`config.mk`:
```
export PLATFORM = sky130hd
export DESIGN_NAME = riscv_fetch
export DESIGN_NICKNAME = d
export VERILOG_FILES = /design/src/rtl/riscv_fetch.sv
export SDC_FILE = /design/constraint.sdc
export NUM_CORES = 1
export LEC_CHECK = 0
export CAP_MARGIN = 25
export CELL_PAD_IN_SITES_DETAIL_PLACEMENT = 1
export CELL_PAD_IN_SITES_GLOBAL_PLACEMENT = 1
export CORE_AREA = 2 2 132 185
export DETAILED_ROUTE_END_ITERATION = 10
export DIE_AREA = 0 0 134 187
export PLACE_DENSITY_LB_ADDON = 0.1
export SLEW_MARGIN = 20
export SYNTH_ARGS = -nofsm -noshare
export SYNTH_HDL_FRONTEND = slang
export SYNTH_SLANG_ARGS = --single-unit
```
`constraint.sdc`:
```
create_clock -name clk -period 12.64 [get_ports clk]
set_input_delay 2.528 -clock clk [delete_from_list [all_inputs] [get_ports clk]]
set_output_delay 2.528 -clock clk [all_outputs]
set_load 0.02 [all_outputs]
```
`src/rtl/riscv_fetch.sv`:
```
// rtl/riscv_fetch.sv - instruction fetch: PC, credit-limited imem requests, in-order response FIFO to decode
module riscv_fetch #(
  parameter logic [31:0] RESET_PC = 32'h0000_0000,
  parameter int unsigned DEPTH    = 2
) (
  input  logic        clk,
  input  logic        rst_n,
  output logic        imem_req_valid,
  input  logic        imem_req_ready,
  output logic [31:0] imem_req_addr,
  input  logic        imem_rsp_valid,
  input  logic [31:0] imem_rsp_data,
  input  logic        redirect_valid,
  input  logic [31:0] redirect_pc,
  output logic        inst_valid,
  input  logic        inst_ready,
  output logic [31:0] inst,
  output logic [31:0] inst_pc
);
  localparam int AW = $clog2(DEPTH);
  localparam int CW = $clog2(DEPTH + 1);
  localparam logic [CW:0] CREDITS = DEPTH[CW:0];

  logic [31:0]   pc_q, pc_d;
  logic          run_q;
  logic [CW-1:0] outstanding_q, outstanding_d;
  logic [CW-1:0] discard_q, discard_d;
  logic [CW-1:0] count_q, count_d;
  logic [AW-1:0] tag_wr_q, tag_wr_d, tag_rd_q, tag_rd_d;
  logic [AW-1:0] fifo_wr_q, fifo_wr_d, fifo_rd_q, fifo_rd_d;

  logic [31:0] tag_mem  [DEPTH];
  logic [31:0] data_mem [DEPTH];
  logic [31:0] pc_mem   [DEPTH];

  logic req_fire, rsp_fire, push, pop;
  logic unused_redirect_lsb;

  assign unused_redirect_lsb = ^redirect_pc[1:0];

  // Buffered plus in-flight instructions never exceed DEPTH, so responses always find room.
  assign imem_req_valid = run_q && (({1'b0, outstanding_q} + {1'b0, count_q}) < CREDITS);
  assign imem_req_addr  = pc_q;
  assign inst_valid     = (count_q != '0);
  assign inst           = inst_valid ? data_mem[fifo_rd_q] : 32'h0;
  assign inst_pc        = inst_valid ? pc_mem[fifo_rd_q]   : 32'h0;

  always_comb begin
    req_fire      = imem_req_valid && imem_req_ready;
    rsp_fire      = imem_rsp_valid && (outstanding_q != '0);
    push          = rsp_fire && (discard_q == '0) && !redirect_valid;
    pop           = inst_valid && inst_ready && !redirect_valid;
    pc_d          = pc_q;
    outstanding_d = outstanding_q;
    discard_d     = discard_q;
    count_d       = count_q;
    tag_wr_d      = tag_wr_q;
    tag_rd_d      = tag_rd_q;
    fifo_wr_d     = fifo_wr_q;
    fifo_rd_d     = fifo_rd_q;

    if (req_fire) begin
      pc_d     = pc_q + 32'd4;
      tag_wr_d = tag_wr_q + AW'(1);
    end
    if (rsp_fire) begin
      tag_rd_d = tag_rd_q + AW'(1);
      if (discard_q != '0) discard_d = discard_q - CW'(1);
    end
    case ({req_fire, rsp_fire})
      2'b10:   outstanding_d = outstanding_q + CW'(1);
      2'b01:   outstanding_d = outstanding_q - CW'(1);
      default: outstanding_d = outstanding_q;
    endcase
    if (push) fifo_wr_d = fifo_wr_q + AW'(1);
    if (pop)  fifo_rd_d = fifo_rd_q + AW'(1);
    case ({push, pop})
      2'b10:   count_d = count_q + CW'(1);
      2'b01:   count_d = count_q - CW'(1);
      default: count_d = count_q;
    endcase

    // Everything still in flight after this cycle, including this cycle's request, is stale.
    if (redirect_valid) begin
      pc_d      = {redirect_pc[31:2], 2'b00};
      discard_d = outstanding_d;
      count_d   = '0;
      fifo_wr_d = '0;
      fifo_rd_d = '0;
    end
  end

  always_ff @(posedge clk or negedge rst_n) begin
    if (!rst_n) begin
      pc_q          <= RESET_PC;
      run_q         <= 1'b0;
      outstanding_q <= '0;
      discard_q     <= '0;
      count_q       <= '0;
      tag_wr_q      <= '0;
      tag_rd_q      <= '0;
      fifo_wr_q     <= '0;
      fifo_rd_q     <= '0;
    end else begin
      pc_q          <= pc_d;
      run_q         <= 1'b1;
      outstanding_q <= outstanding_d;
      discard_q     <= discard_d;
      count_q       <= count_d;
      tag_wr_q      <= tag_wr_d;
      tag_rd_q      <= tag_rd_d;
      fifo_wr_q     <= fifo_wr_d;
      fifo_rd_q     <= fifo_rd_d;
    end
  end

  always_ff @(posedge clk) begin
    if (req_fire) tag_mem[tag_wr_q] <= pc_q;
    if (push) begin
      data_mem[fifo_wr_q] <= imem_rsp_data;
      pc_mem[fifo_wr_q]   <= tag_mem[tag_rd_q];
    end
  end

endmodule

```
==> out/summary.txt <==
Worst Tran Pin Value: 0.900 ns
Clk pwr share: 30.5%
Via density: 5.10
Async S/R FF share, synth: 18.2%
Seq/Total Area, Yosys: 71.1%
Internal: 1500 µW
Num ports: 168
Setup Viol. Count Final: 0
Final worst slack: 7.08 ns
Rel. slew slack: 40.0%
Crit-path max FO: 7
Ant diodes: 0
Area Growth Syn to Fin: 29.3%
Leakage power: 0.00396 µW
# DRC: 0
Register share of total power: 45.4%
Final ANT Viol Nets: 0
Crit-path cells: and2_1 > fa_1 > nor3b_2 > clkdlybuf4s50_1
CTS tree: built
Count of cell types in the netlist: 45
Minimum clock period: 5.56 ns
Worst Setup Start Kind: flip-flop
Routed wire length: 21.1 mm
RSZ-0062 raised after global routing: no
Setup_tns: 0 ns
Worst EP arrival: 3.03 ns
DRT Pass-1 Iters: 4
Reg area: 6560 µm²
Share of layout cells above drive strength 1: 10.8%
Clk Tree Root Cell: clkbuf_16
Endpoint type of the worst setup path: output port
Max IR drop VDD: 107 µV
Crit share post-route: 44.0%
Sw Pwr: 600 µW
CP delay by family, top: simple AND/OR/NAND/NOR gates
Hold path depth: 1
Port buffer count: 161
Fin cells: 1,112
R2R Setup Slk: 9.68 ns
GRT overflow: 0
Clock skew: 0.00898 ns
Placed Cells: 1,070
Cts hold-fix bufs: 0
DR iter-0 viols: 312
Clk_lat worst skew: 0.50 ns
Final Wtd Congestion: 0.831
DP HPWL: 13.9 mm
Most used DFF post-synth: edfxtp_1
CP Data Required Time: 10.11 ns
Most frequent cells in the layout: edfxtp_1, clkdlybuf4s50_1, nor2_1
CTS Sinks: 225
EDFF count, synth: 184
Fin Hold WS: 0.518 ns
Min-delay src: tag_wr_q$_DFFE_PN0P_
Area of the mapped netlist: 9210 µm²
Fin. Hold Viols: 0
RR Startpoint: count_q[0]$_DFFE_PN0P_
Pre-CTS setup slack: 7.55 ns
Switching Share: 28.5%
Htree depth: 1
Ys Warns: 0
Worst setup path class: flip-flop to output port
Area of the multi-input gates: 2510 µm²
Setup repair bufs after CTS: 0
Die Area: 25,100 µm²
Max Cap Viol: 0
Hold WC Path Type: flip-flop to flip-flop
Row count: 67
Largest net degree at the start of global routing: 64
Fmax: 180 MHz
Drt wl/cell: 19.0 µm
Bufs and invs on worst path: 1
First-pass GRT wire length: 33.8 mm
R2R depth: 6
Yosys reg bits: 225
CP startpoint: count_q[0]$_DFFE_PN0P_
Core outline area: 23,600 µm²
Initial Utilization: 39.1%
Post-CTS Resized: 0
Die height: 187 µm
Gate power share: 24.1%
Post-Synthesis Cells: 619
Vias in the first global route: 6,320
Status: completed
Commonest non-fill, non-tap cell in the layout: edfxtp_1
Pins Over Slew Limit: 0
PD cells: 177 nW/µm²
Filler instances: 2,330
Hold endpoint: tag_wr_q$_DFFE_PN0P_
Reg2reg end: imem_req_addr[31]$_DFFE_PN0P_
CP max stage cell: clkdlybuf4s50_1
Max incr delay on CP: 0.74 ns
Clock Pin Slew Worst Setup and Hold Paths: 0.06 ns
Max Buffers Root-to-Sink: 3
Gr usage total: 17.0%
Nets@finish: 860
Die width: 134 µm
Syn_area_per_cell: 14.9 µm²
Initial antenna violation count: 0
Cts bufs inserted: 23
Power, Total: 2100 µW
DR vias: 5,675
[layer usage]
layer | global-route usage (%) | up-vias | wire, µm
met5 | 0 | - | 0
met3 | 2.57 | 30 | 986
met2 | 31.8 | 154 | 11300
met4 | 4.66 | 0 | 429
li1 | - | 2658 | -
met1 | 20.0 | 2833 | 8450
[worst max path at each step]
stage,end,slack [ns],cells after the start
after floorplan,data_mem[1][0]$_DFFE_PP_,4.58,3
after global placement,imem_req_addr[13]$_DFFE_PN0P_,7.63,6
after detailed placement,imem_req_addr[13]$_DFFE_PN0P_,7.55,6
after CTS,inst[30],7.09,4
after global routing,imem_req_valid,7.04,4
final,imem_req_valid,7.08,4
[layout make-up]
cell class | count | area share [%]
Clock inverter | 10 | 0.798
Clock buffer | 31 | 5.25
Multi-Input combinational cell | 355 | 21.1
Tap cell | 310 | 3.26
Sequential cell | 225 | 55.0
Timing Repair Buffer | 171 | 14.3
Inverter | 10 | 0.315
[power by group through the flow]
stage          Sequential (µW)  Clock, µW  Combinational (µW)
6_report                   955        641                 508
5_1_grt                    964        690                 551
4_1_cts                    956        663                 518
3_5_place_dp               970          0                 515
3_3_place_gp               963          0                 500
2_1_floorplan              966          0                 301
[cells in the mapped netlist (all sizes together), types with 14 or more instances]
library cell / number / area, µm²
edfxtp: 184 / 5530
nor2: 85 / 319
mux2i: 64 / 641
dfrtp: 41 / 1030
mux2: 31 / 349
nand2: 24 / 90.1
buf: 17 / 88.8
o21ai: 16 / 80.1
a31oi: 15 / 93.8
clkbuf: 15 / 56.3
nand4: 14 / 106
[flip-flops by register name, indices dropped and copies added, names as in the netlist]
name / count
tag_mem: 60
fifo_rd_q: 1
outstanding_q: 2
data_mem: 64
discard_q: 2
fifo_wr_q: 1
pc_mem: 60
tag_rd_q: 1
run_q: 1
tag_wr_q: 1
count_q: 2
imem_req_addr: 30
[logic make-up (layout without fill, tap and decap cells)]
group,count (synthesis),after routing,synth area share (%)
flip-flops,225,225,71.1
AND/OR/NAND/NOR,177,177,9.70
multiplexers,95,95,10.7
AO/OA/AOI/OAI,57,57,4.16
buffers and inverters,42,222,1.98
XOR/XNOR,17,17,1.62
adder cells (fa/ha/maj),4,4,0.625
other,2,5,0.0815
[metrics by stage]
stage          util [%]  area [µm²]
2_1_floorplan         -        9230
3_3_place_gp       47.4       11200
3_5_place_dp       47.4       11200
4_1_cts            50.5       11900
5_1_grt            50.6       11900
6_report           50.6       11900
Note: power is estimated with default switching activity, not from simulation.
